File: src/rtl/top_level.sv
// Hardwired message encryptor: LFSR-whitens a padded message held in DM1 and writes
// 64 parity-tagged bytes to DM1[64..127].
// Latency: 1 arm edge + 3 load edges + 64 encrypt edges; Ack rises on the 68th edge
// after leaving IDLE.
// Backpressure: none. Start is a level request; once a run begins only Reset stops it.
//
// Ports (top_level): Clk - clock; Reset - async active-low reset;
//                    Start - level request (high arms, low launches); Ack - run complete.

// data_mem: 256x8 data memory, combinational read, one synchronous write port.
// Latency: read 0 cycles, write lands on the next rising edge.
// Backpressure: none; contents are deliberately left untouched by reset.
module data_mem (
  input  logic       clk_i,
  input  logic       we_i,
  input  logic [7:0] wr_addr_i,
  input  logic [7:0] wr_dat_i,
  input  logic [7:0] rd_addr_i,
  output logic [7:0] rd_dat_o
);
  logic [7:0] Core [0:255];

  assign rd_dat_o = Core[rd_addr_i];

  always_ff @(posedge clk_i) begin
    if (we_i) Core[wr_addr_i] <= wr_dat_i;
  end
endmodule

// reg_file: 16x8 working registers, each with its own write enable.
// Latency: writes visible the cycle after the enabling edge; reads combinational.
// Backpressure: none; all registers clear on async reset.
module reg_file (
  input  logic             clk_i,
  input  logic             rst_ni,
  input  logic [15:0]      we_i,
  input  logic [15:0][7:0] wd_i,
  output logic [15:0][7:0] rd_o
);
  logic [7:0] Registers [0:15];

  always_ff @(posedge clk_i or negedge rst_ni) begin
    if (!rst_ni) begin
      for (int r = 0; r < 16; r++) Registers[r] <= 8'h00;
    end else begin
      for (int r = 0; r < 16; r++) begin
        if (we_i[r]) Registers[r] <= wd_i[r];
      end
    end
  end

  always_comb begin
    for (int r = 0; r < 16; r++) rd_o[r] = Registers[r];
  end
endmodule

// top_level: sequencer that loads parameters, then encrypts one character per cycle.
// Latency: 68 edges from the launching edge to Ack.
// Backpressure: none; Start changes during a run are ignored.
module top_level (
  input  logic Clk,
  input  logic Reset,
  input  logic Start,
  output logic Ack
);
  localparam logic [2:0] S_IDLE    = 3'd0;
  localparam logic [2:0] S_LD_PRE  = 3'd1;
  localparam logic [2:0] S_LD_TAP  = 3'd2;
  localparam logic [2:0] S_LD_SEED = 3'd3;
  localparam logic [2:0] S_ENC     = 3'd4;
  localparam logic [2:0] S_DONE    = 3'd5;

  logic [2:0] state_q, state_d;
  logic       armed_q, armed_d;

  // Reference tap table kept visible for debug; the run uses the pattern from Core[62].
  logic [6:0] taps [0:8];
  assign taps[0] = 7'h60;
  assign taps[1] = 7'h48;
  assign taps[2] = 7'h78;
  assign taps[3] = 7'h72;
  assign taps[4] = 7'h6A;
  assign taps[5] = 7'h69;
  assign taps[6] = 7'h5C;
  assign taps[7] = 7'h7E;
  assign taps[8] = 7'h7B;

  logic             mem_we;
  logic [7:0]       mem_waddr, mem_wdat, mem_raddr, mem_rdat;
  logic [15:0]      rf_we;
  logic [15:0][7:0] rf_wd, rf_rd;

  data_mem DM1 (
    .clk_i     (Clk),
    .we_i      (mem_we),
    .wr_addr_i (mem_waddr),
    .wr_dat_i  (mem_wdat),
    .rd_addr_i (mem_raddr),
    .rd_dat_o  (mem_rdat)
  );

  reg_file RF1 (
    .clk_i  (Clk),
    .rst_ni (Reset),
    .we_i   (rf_we),
    .wd_i   (rf_wd),
    .rd_o   (rf_rd)
  );

  // Encrypt datapath for character index idx.
  logic [7:0] idx, pre_len, msg_ofs, plain, crypt;
  logic [6:0] lfsr, tap_pat, lfsr_nxt, crypt_lo, seed_fix;
  logic       in_msg;

  assign idx      = rf_rd[3];
  assign pre_len  = rf_rd[0];
  assign tap_pat  = rf_rd[1][6:0];
  assign lfsr     = rf_rd[2][6:0];
  // msg_ofs wraps while idx < pre_len; the explicit compare keeps those slots at zero.
  assign msg_ofs  = idx - pre_len;
  assign in_msg   = (idx >= pre_len) && (msg_ofs <= 8'd60);
  assign plain    = in_msg ? (mem_rdat - 8'h20) : 8'h00;
  assign crypt_lo = plain[6:0] ^ lfsr;
  assign crypt    = {^crypt_lo, crypt_lo};
  assign lfsr_nxt = {lfsr[5:0], ^(lfsr & tap_pat)};
  // An all-zero LFSR would lock up, so a zero seed is promoted to 1.
  assign seed_fix = (mem_rdat[6:0] == 7'd0) ? 7'd1 : mem_rdat[6:0];

  assign mem_waddr = 8'd64 + idx;
  assign mem_wdat  = crypt;

  always_comb begin
    case (state_q)
      S_LD_PRE:  mem_raddr = 8'd61;
      S_LD_TAP:  mem_raddr = 8'd62;
      S_LD_SEED: mem_raddr = 8'd63;
      default:   mem_raddr = msg_ofs;
    endcase
  end

  always_comb begin
    state_d = state_q;
    armed_d = armed_q;
    mem_we  = 1'b0;
    rf_we   = '0;
    rf_wd   = '0;
    case (state_q)
      S_IDLE: begin
        if (armed_q && !Start) begin
          state_d = S_LD_PRE;
          armed_d = 1'b0;
        end else if (Start) begin
          armed_d = 1'b1;
        end
      end
      S_LD_PRE: begin
        rf_we[0] = 1'b1;
        rf_wd[0] = mem_rdat;
        state_d  = S_LD_TAP;
      end
      S_LD_TAP: begin
        rf_we[1] = 1'b1;
        rf_wd[1] = {1'b0, mem_rdat[6:0]};
        state_d  = S_LD_SEED;
      end
      S_LD_SEED: begin
        rf_we[2] = 1'b1;
        rf_wd[2] = {1'b0, seed_fix};
        rf_we[3] = 1'b1;
        rf_wd[3] = 8'h00;
        state_d  = S_ENC;
      end
      S_ENC: begin
        mem_we   = 1'b1;
        rf_we[2] = 1'b1;
        rf_wd[2] = {1'b0, lfsr_nxt};
        rf_we[3] = 1'b1;
        rf_wd[3] = idx + 8'd1;
        rf_we[4] = 1'b1;
        rf_wd[4] = plain;
        rf_we[5] = 1'b1;
        rf_wd[5] = crypt;
        if (idx == 8'd63) state_d = S_DONE;
      end
      S_DONE: begin
        armed_d = 1'b0;
        if (Start) begin
          state_d = S_IDLE;
          armed_d = 1'b1;
        end
      end
      default: begin
        state_d = S_IDLE;
        armed_d = 1'b0;
      end
    endcase
  end

  always_ff @(posedge Clk or negedge Reset) begin
    if (!Reset) begin
      state_q <= S_IDLE;
      armed_q <= 1'b0;
    end else begin
      state_q <= state_d;
      armed_q <= armed_d;
    end
  end

  assign Ack = (state_q == S_DONE);

  // Sink for bits that exist only for visibility.
  logic unused_bits;
  assign unused_bits = ^{rf_rd, taps[0], taps[1], taps[2], taps[3], taps[4],
                         taps[5], taps[6], taps[7], taps[8]};
endmodule

File: config.mk
export PLATFORM = sky130hd
export DESIGN_NAME = top_level
export DESIGN_NICKNAME = d
export VERILOG_FILES = /design/src/rtl/top_level.sv
export SDC_FILE = /design/constraint.sdc
export NUM_CORES = 1
export LEC_CHECK = 0
export ABC_AREA = 0
export BUFFER_PORTS_ARGS = -buffer_cell sky130_fd_sc_hd__buf_4
export CORE_AREA = 2 2 39 41
export CTS_BUF_LIST = sky130_fd_sc_hd__clkbuf_16
export CTS_CLUSTER_DIAMETER = 200
export DETAILED_ROUTE_END_ITERATION = 8
export DIE_AREA = 0 0 41 43
export PLACE_DENSITY = 0.69
export SYNTH_ARGS = -nofsm -noshare
export SYNTH_HDL_FRONTEND = slang
export SYNTH_SLANG_ARGS = --single-unit
File: constraint.sdc
create_clock -name Clk -period 3.4 [get_ports Clk]
set_clock_uncertainty 0.05 [all_clocks]
set_input_delay 0.17 -clock Clk [delete_from_list [all_inputs] [get_ports Clk]]
set_output_delay 0.17 -clock Clk [all_outputs]
set_load 0.03 [all_outputs]
=== Word level (Yosys, flattened, before mapping) ===
Memory sizes are Yosys's and may differ from the RTL's.
Index checks and enable logic that the tools add are counted.

* Register bits after elaboration: 34
* Memory bits (read-only): 0
* Memories: 1
* Output and inout port bits: 1
* Logic and storage cells: 57
* Input port bits: 3
* Bits in latches: 0
* RAM bits: 2048

{| class="wikitable"
|+ Memory list
! memory !! depth !! width !! read ports !! clocked after memory_dff !! write ports !! line !! source
|-
| DM1.Core || 256 || 8 || 1 || 0 || 1 || 21 || <nowiki>logic [7:0] Core [0:255];</nowiki>
|}

* Div/mod/pow operators: 0
* Add/subtract/negate cells: 4
* Bitwise operators: 3
* Equality and inequality tests: 10
* Multiply operators: 0
* Reductions and logical operators: 11
* Magnitude comparators: 2
* Shift-type cells: 0
* Muxes and demuxes: 20

{| class="wikitable"
|+ Operators with widths
! kind !! count
|-
| one-hot mux 16 bit (2 select lines) || 1
|-
| one-hot mux 8 bit (3 select lines) || 1
|-
| two-way mux 7 bit || 3
|-
| one-hot mux 3 bit (6 select lines) || 1
|-
| parity 7 bit || 2
|-
| two-way mux 3 bit || 3
|-
| adder 7 x 8 -> 8 bit, first input constant || 1
|-
| adder 8 x 1 -> 8 bit, second input constant || 1
|-
| == test 8 x 6 -> 1 bit, second input constant || 1
|-
| >= comparator 8 bit || 1
|-
| less-or-equal comparator 8 x 6 -> 1 bit, second input constant || 1
|-
| two-way mux 1 bit || 8
|-
| two-way mux 8 bit || 1
|-
| subtractor 8 bit || 1
|-
| bitwise AND 7 bit || 1
|-
| zero test 7 bit || 1
|-
| subtractor 7 x 6 -> 7 bit, second input constant || 1
|-
| XOR 7 bit || 1
|-
| == test 3 x 2 -> 1 bit, second input constant || 2
|-
| == test 3 bit, second input constant || 2
|-
| != test 2 bit, second input constant || 3
|-
| OR reduction 4 bit || 1
|-
| == test 3 x 1 -> 1 bit, second input constant || 1
|-
| zero test 3 bit || 1
|-
| other kinds (9) || 10
|}

=== Longest topological paths before layout ===
Gate-level depths: netlist of the first run.
An unclocked memory read counts as a cell.

* Depth after elaboration: 7
* Mapped depth: 5
* Mapped depth without buffers: 3

=== Hierarchy ===
Synthesis of the first run repeated with hierarchy kept, for this count alone.

* Cells, all modules: 4244
* Area total of the unflattened synthesis: 85908.6 um2

{| class="wikitable"
|+ By module, submodules not included
! module !! area an instance (um2) !! sequential area each (um2) !! cells each !! instances
|-
| data_mem || 79396.1 || 61499.0 || 3725 || 1
|-
| reg_file || 4824.6 || 3203.1 || 272 || 1
|-
| top_level || 1687.9 || 100.1 || 247 || 1
|}

=== Worst setup path after synthesis of the first run ===
No wires, ideal clock.

* Path kind: register to register
* From: register state_q[0]
* To: register state_q[0]
* Required time: 3.217 ns
* Slack: 2.027 ns
* Cell stages (with the launch flop): 5
* Period minus slack after synthesis: 1.373 ns
* Path buffers: 1
* Arrival: 1.189 ns
* Library setup time: 0.133 ns
* Cells stage by stage: dfrtp_1 > buf_2 > or3b_2 > a31oi_1 > a2111oi_2

* Cells in the longest elaborated chain, start to end: 3
* Elaborated cells between the ends (all ways): 11
* Those cells by class: eq/ne (8); mux (1); reduce/logical (2)

{| class="wikitable"
|+ Ends and longest elaborated chain
! what !! line !! source
|-
| from (decl) || 73 || <nowiki>logic [2:0] state_q, state_d;</nowiki>
|-
| from (signal assigned) || 204 || <nowiki>state_q <= state_d;</nowiki>
|-
| == test 3 bit / zero test 3 bit (equally long branches) || 147 || <nowiki>case (state_q)</nowiki>
|-
| != test 2 bit (no line) || -- ||
|-
| AND reduction 3 bit (no line) || -- ||
|}

Parallel ways exist; a longest one is shown, timed or not.
A chain may end at the register's enable or synchronous reset.

=== Worst setup path in the final report of the first run ===
* From: register state_q[2]
* To: output Ack

* Cells in the longest elaborated chain, start to end: 1

{| class="wikitable"
|+ Ends and longest elaborated chain
! what !! line !! source
|-
| == test 3 bit || 209 || <nowiki>assign Ack = (state_q == S_DONE);</nowiki>
|-
| to (decl) || 64 || <nowiki>output logic Ack</nowiki>
|}

No other way between the ends.

==> metrics.yaml, run 1 <==
outcome:
  status: "finished clean"
routing:
  routedWlPerCell_um: 15.8
  wirelength_um: 1460
  drc: 0
  vias: 583
  final_antenna_net_count: 0
  drt_pass1_iterations: 4
  vias_per_cell: 6.34
  drtIter0Drc: 16
layout:
  n_antenna_cell: 0
  final_cell_mix: "dfrtp_1, nand2_1, a21oi_1, nor2_1, and4_1"
  fin_cells: 92
  area_growth_pct: 13.1
  nets: 82
  final_layout_size_suffix_gt1_share_pct: 10.5
  final.fill_count: 116
  design_area_um2: 808
  final_common_cell: "dfrtp_1"
power:
  power_density_nw_per_um2: 790
  p_leak_nw: 0.334
  peakVddDrop_mv: 0.426
  power_mw: 0.639
sta:
  fin_setup_tns_ps: 0
  slew-limit-headroom_pct: 61.8
  finalCritPeriodShare_pct: 55.2
  min_period_ps: 1880
  tightest_slew_ps: 572
  final_max_slew_viol_count: 0
  holdWs_ps: 219
  rsz0062_at_grt: "false"
  fmax_mhz: 533
  hold_viol: 0
  setup_viol: 0
grt:
  antenna_found_initial: 0
  grt_util_met1_pct: 32.3
  gr-usage-met2_pct: 26.6
  grtUsageMet3_pct: 4.71
  grt_pass1_vias: 523
  grt_usage_pct: 20.9
  grt_pass1_wl_um: 2450
  top_usage_layer: "met1"
  grt_max_degree: 20
  overflow: 0
floorplanning:
  die_h_um: 43
  core_um2: 1380
  die_w_um: 41
  core.rowCount: 14
  initial_utilization_pct: 51.6
  die_area_um2: 1760
  ioPinCount: 4
logic_synthesis:
  syn_area_per_cell_um2: 9.65
  synth.top_cell.area_share_pct: 42.0
  synth_area_leader_cell: "dfrtp_1"
  syn_nets: 78
  yosysSeqAreaShare_pct: 42.0
  ys_seq_elements: 12
  yosysWarnings: 0
  netlist_area_um2: 714
  synth.distinct_cells: 34
  synth_area_leaders: "dfrtp_1, and4_1, nand2_1, a21oi_1, a211oi_1"
  netlist_instances: 74
clock_tree:
  insertion_delay_ps: 240
  clk_path_buf_depth: 2
  path_clk_slew_ps: 40
  cts_root_buf: "clkbuf_16"
  tritoncts: "done"
  cts.sinks: 12
  postCtsSetupBuffers: 0
  cts_made_buffers: 3
  htree_levels: 1
setup_path:
  cp-start-kind: "register"
  required_ps: 3180
  reg2regPathDepth: 3
  path_class: "reg -> out"
  critPathMaxFanout: 11
  cp.arrival_ps: 1660
  ff2ff_setup_slack_ps: 1700
  worst_setup_path_end_kind: "primary output"
place:
  placed_cells: 88
  portBuffers: 3
  gp_congestion: 0.800
  dp_hpwl_um: 955
  placed_area_um2: 723
hold_path:
  min_path_cells: 3
  hp-class: "in -> reg"
job:
  drv_cap: 0
[flip-flops by register name, indices dropped and copies added, names as in the netlist]
signal and cells:
RF1.rd_o 8, armed_q 1, state_q 3
[worst paths after layout]
kind	from	endpoint
worst max-delay path	state_q[2]	Ack
worst min-delay path	Start	state_q[0]
worst max register to register	state_q[2]	RF1.rd_o[28]
worst min register to register	RF1.rd_o[29]	RF1.rd_o[29]
max in group asynchronous	Reset	state_q[0]
min in group asynchronous	Reset	RF1.rd_o[30]
[power by group]
part	switching, mW	total (mW)	internal (mW)
clock	0.0580	0.211	0.153
sequential	0.0772	0.251	0.174
combinational	0.0850	0.176	0.0912
[stage by stage]
stage | worst slack [ps] | utilization [%]
after global routing | 1430 | 58.4
final | 1520 | 58.4
after global placement | 1720 | 52.3
after CTS | 1550 | 58.4
after floorplan | 2030 | -
after detailed placement | 1720 | 52.3
[per-layer routing]
layer | share of wire, % | vias to the layer above
li1 | - | 287
met1 | 48 | 273
met2 | 46 | 18
met3 | 3.9 | 5
met4 | 2.1 | 0
met5 | 0 | -
[layout make-up]
| class | instances | area [µm²] | share of cell area [%] |
|---|---|---|---|
| multi-input cells | 56 | 377 | 46.6 |
| flip-flops and latches | 12 | 300 | 37.2 |
| clock buffers | 3 | 75.1 | 9.29 |
| repair buffers | 4 | 32.5 | 4.02 |
| well taps | 16 | 20.0 | 2.48 |
| inverters | 1 | 3.75 | 0.464 |
[synth_stat cells, drive strengths merged]
library cell	count
dfrtp	12
nand2	7
a21oi	5
nor2	5
and4	4
buf	4
a211oi	3
nor2b	3
a21boi	2
a22o	2
a311oi	2
a31oi	2
nand2b	2
nor3	2
o22ai	2
a2111oi	1
a221o	1
a221oi	1
a41oi	1
and2	1
and3	1
and4b	1
clkbuf	1
ha	1
inv	1
mux2i	1
nand4	1
nor3b	1
o21a	1
or3	1
or3b	1
xnor2	1
[kinds of logic (layout without fill, tap and decap cells)]
kind of cell | Yosys count | in the layout | share of synthesized area [%]
AND/OR/NAND/NOR | 30 | 30 | 24.2
XOR/XNOR | 1 | 1 | 1.23
adder cells (fa/ha/maj) | 1 | 1 | 1.75
multiplexers | 1 | 1 | 1.40
AO/OA/AOI/OAI | 23 | 23 | 24.2
buffers and inverters | 6 | 8 | 5.25
flip-flops | 12 | 12 | 42.0
[worst max-delay path, cell delays in order, from the launching register on]
cell     delay [ps]
dfrtp_1         540
nor2b_1         520
and2_1          200
buf_4           150
[what timing repair did]
item                                   4_1_cts  5_1_grt
resized for setup                            0        0
endpoints found under the hold margin       12        0
setup endpoints to repair                    0        0
hold buffers                                 1        0
No activity file was read; power rests on OpenSTA's default activity.
==> run 2, diff against run 1 <==
==> constraint.sdc (replaced) <==
create_clock -name Clk -period 1.89 [get_ports Clk]
set_clock_uncertainty 0.05 [all_clocks]
set_input_delay 0.0945 -clock Clk [delete_from_list [all_inputs] [get_ports Clk]]
set_output_delay 0.0945 -clock Clk [all_outputs]
set_load 0.03 [all_outputs]
==> metrics.yaml, run 2 (synthesis gave the netlist of run 1 again) <==
routing:
  drc: 0
  wirelength_um: 1430
  final_antenna_net_count: 0
  drtIter0Drc: 13
  vias_per_cell: 6.18
  vias: 587
  drt_pass1_iterations: 4
  routedWlPerCell_um: 15.1
clock_tree:
  cts_made_buffers: 3
  postCtsSetupBuffers: 0
  path_clk_slew_ps: 50
  htree_levels: 1
  cts_root_buf: "clkbuf_16"
  cts.sinks: 12
  holdBufCountCts: 1
  tritoncts: "done"
  insertion_delay_ps: 240
  cts.repair.resized: 0
  clk_path_buf_depth: 2
floorplanning:
  die_area_um2: 1760
  core.rowCount: 14
  ioPinCount: 4
  die_w_um: 41
  core_um2: 1380
  initial_utilization_pct: 51.6
  die_h_um: 43
place:
  portBuffers: 3
  dp_hpwl_um: 964
  gp_congestion: 0.809
power:
  peakVddDrop_mv: 0.635
  power_density_nw_per_um2: 1420
  power_mw: 1.17
  p_leak_nw: 0.346
layout:
  largest_reg_flops: 8
  area_growth_pct: 15.8
  final_layout_size_suffix_gt1_share_pct: 12.7
  nets: 84
  final_common_cell: "dfrtp_1"
  final.fill_count: 116
  n_antenna_cell: 0
  final_cell_mix: "dfrtp_1, nand2_1, a21oi_1, nor2_1, buf_4"
setup_path:
  worst_setup_path_end_kind: "primary output"
  critPathMaxFanout: 11
  required_ps: 1750
  cp.arrival_ps: 1630
  path_class: "reg -> out"
  cp-start-kind: "register"
sta:
  slew-limit-headroom_pct: 62.3
  finalCritPeriodShare_pct: 94.1
  final_max_slew_viol_count: 0
  tightest_slew_ps: 565
  hold_viol: 0
  fin_setup_tns_ps: 0
  holdWs_ps: 143
  fmax_mhz: 562
  min_period_ps: 1780
  setup_viol: 0
  rsz0062_at_grt: "false"
grt:
  antenna_found_initial: 0
  grt_pass1_vias: 519
  grt_pass1_wl_um: 2360
  grt_usage_pct: 19.8
  grt_max_degree: 13
  overflow: 0
hold_path:
  hp-class: "in -> reg"
job:
  drv_cap: 0
outcome:
  status: "finished clean"
-- run 2: per-stage QoR --
stage	setup slack, ps	cells	utilization [%]	cell area, µm²
after floorplan	517	74	-	714
after global placement	360	90	53.3	738
after detailed placement	288	90	53.3	738
after CTS	123	95	59.8	827
after global routing	35.3	95	59.8	827
final	111	95	59.8	827
-- run 2: final timing paths --
path                              start           end  slack (ps)  depth (start not counted)
max                          state_q[2]           Ack         110                          3
max in group asynchronous         Reset  RF1.rd_o[30]        1450                          2
min                               Start    state_q[0]         140                          3
min in group asynchronous         Reset       armed_q         190                          2
min reg2reg                RF1.rd_o[29]  RF1.rd_o[29]         510                          2
max reg2reg                  state_q[2]  RF1.rd_o[28]         180                          3
-- run 2: where the power goes --
part / switching (mW) / internal, mW
combinational: 0.179 / 0.182
clock: 0.107 / 0.278
sequential: 0.112 / 0.314
total: 0.397 / 0.775
-- run 2: critical path: stages (launching register included) --
cell,delay (ps)
dfrtp_1,510
nor2b_1,530
and2_1,200
buf_4,150
-- run 2: metal layers --
metal | GRT usage, % | vias to the layer above | wire, µm
li1 | - | 294 | -
met1 | 28.7 | 284 | 721
met3 | 5.24 | 2 | 31
met4 | 8.67 | 0 | 12
met2 | 26.9 | 7 | 668
met5 | 0 | - | 0
-- run 2: area by class of cell --
class                      count  area [µm²]  share of cell area, %
tap                           16        20.0                   2.42
clock buffer                   3        75.1                   9.08
multi-input combinational     56         377                   45.5
clock inverter                 1        3.75                  0.454
inverter                       1        3.75                  0.454
timing repair buffer           6        47.5                   5.75
sequential                    12         300                   36.3
==> run 3, diff against run 2 <==
--- a/config.mk
+++ b/config.mk
@@ -13,6 +13,7 @@
 export DETAILED_ROUTE_END_ITERATION = 8
 export DIE_AREA = 0 0 41 43
 export PLACE_DENSITY = 0.69
+export REMOVE_ABC_BUFFERS = 1
 export SYNTH_ARGS = -nofsm -noshare
 export SYNTH_HDL_FRONTEND = slang
 export SYNTH_SLANG_ARGS = --single-unit
==> metrics.yaml, run 3 (synthesis gave the netlist of run 1 again) <==
sta:
  final_max_slew_viol_count: 0
  rsz0062_at_grt: "false"
  finalCritPeriodShare_pct: 94.5
  hold_viol: 0
  tightest_slew_ps: 538
  fmax_mhz: 560
  setup_viol: 0
  setup_slack_ps: 104
  holdWs_ps: 130
  min_period_ps: 1790
  slew-limit-headroom_pct: 64.1
  fin_setup_tns_ps: 0
layout:
  final_util_pct: 59.8
  multiInputGateArea_um2: 377
  final_common_cell: "dfrtp_1"
  nets: 84
  largest_reg_flops: 8
  final_cell_mix: "dfrtp_1, nand2_1, a21oi_1, nor2_1, buf_4"
  fin_cells: 95
  area_growth_pct: 15.8
  final_layout_size_suffix_gt1_share_pct: 12.7
  final.fill_count: 113
  seqCellArea_um2: 300
  n_antenna_cell: 0
outcome:
  status: "finished clean"
place:
  placed_cells: 90
  dp_hpwl_um: 986
  portBuffers: 3
  place_ws_ps: 341
  gp_congestion: 0.804
routing:
  vias: 591
  drtIter0Drc: 20
  vias_per_cell: 6.22
  drt_pass1_iterations: 4
  drc: 0
  routedWlPerCell_um: 15.7
  wirelength_um: 1490
  final_antenna_net_count: 0
clock_tree:
  clk_path_buf_depth: 2
  cts_made_buffers: 3
  cts.sinks: 12
  cts_root_buf: "clkbuf_16"
  path_clk_slew_ps: 40
  tritoncts: "done"
  htree_levels: 1
  insertion_delay_ps: 240
job:
  drv_cap: 0
grt:
  grt_usage_pct: 21.8
  antenna_found_initial: 0
  grt_util_met1_pct: 27.5
  overflow: 0
  top_usage_layer: "met2"
  grt_pass1_vias: 565
  gr-usage-met2_pct: 30.3
  grtUsageMet3_pct: 9.42
  grt_pass1_wl_um: 2480
  grt_max_degree: 13
floorplanning:
  die_w_um: 41
  ioPinCount: 4
  core_um2: 1380
  die_h_um: 43
  die_area_um2: 1760
  initial_utilization_pct: 51.6
  core.rowCount: 14
hold_path:
  hp-class: "in -> reg"
  min_from: "Start"
  min_path_cells: 3
  worstHoldEndpoint: "state_q[0]"
setup_path:
  r2r_end: "RF1.rd_o[28]"
  worst_setup_path_end_kind: "primary output"
  path_class: "reg -> out"
  cp.arrival_ps: 1640
  critPathMaxFanout: 11
  ff2ff_setup_slack_ps: 290
  required_ps: 1750
  regToRegStartpoint: "state_q[2]"
  crit_start: "state_q[2]"
  cp-start-kind: "register"
  reg2regPathDepth: 3
power:
  peakVddDrop_mv: 0.813
  power_density_nw_per_um2: 1440
  p_leak_nw: 0.346
-- run 3: cell counts in the layout (fill, tap and decap cells not counted) --
No cell type changed its count.
-- run 3: layout make-up --
cell class              instances  share of cell area (%)
clock buffers                   3                    9.08
clock inverters                 1                   0.454
inverters                       1                   0.454
multi-input cells              56                    45.5
flip-flops and latches         12                    36.3
well taps                      16                    2.42
repair buffers                  6                    5.75
-- run 3: per-layer routing --
layer	wire length (µm)	share of wire, %	vias to the layer above
met1	676	45	279
met4	36	2.4	0
met2	711	48	9
met3	67	4.5	4
li1	-	-	299
met5	0	0	-
-- run 3: timing repair --
action                                 4_1_cts  5_1_grt
hold buffers                                 1        0
buffers inserted                             0        0
gates resized for setup                      0        0
endpoints found under the hold margin       12        0
-- run 3: worst max-delay path by stage --
| stage | cells past startpoint | endpoint | slack, ps |
|---|---|---|---|
| global route | 3 | Ack | 5 |
| floorplan | 3 | state_q[0] | 440 |
| finish | 3 | Ack | 100 |
| CTS | 3 | Ack | 100 |
| detailed placement | 3 | RF1.rd_o[28] | 340 |
| global placement | 3 | RF1.rd_o[28] | 370 |
-- run 3: power by group --
part | switching, mW | internal, mW | total, mW
sequential | 0.101 | 0.314 | 0.415
combinational | 0.196 | 0.182 | 0.378
clock | 0.114 | 0.279 | 0.393
total | 0.411 | 0.776 | 1.19
-- run 3: critical path, stage by stage, from the launching register on --
cell and delay [ps]:
dfrtp_1 520, nor2b_1 510, and2_1 210, buf_4 160
-- run 3: metrics by stage --
stage	total power, mW	cell area, µm²
finish	1.19	827
global route	1.25	827
CTS	1.19	827
detailed placement	0.785	738
global placement	0.780	738
floorplan	0.670	681
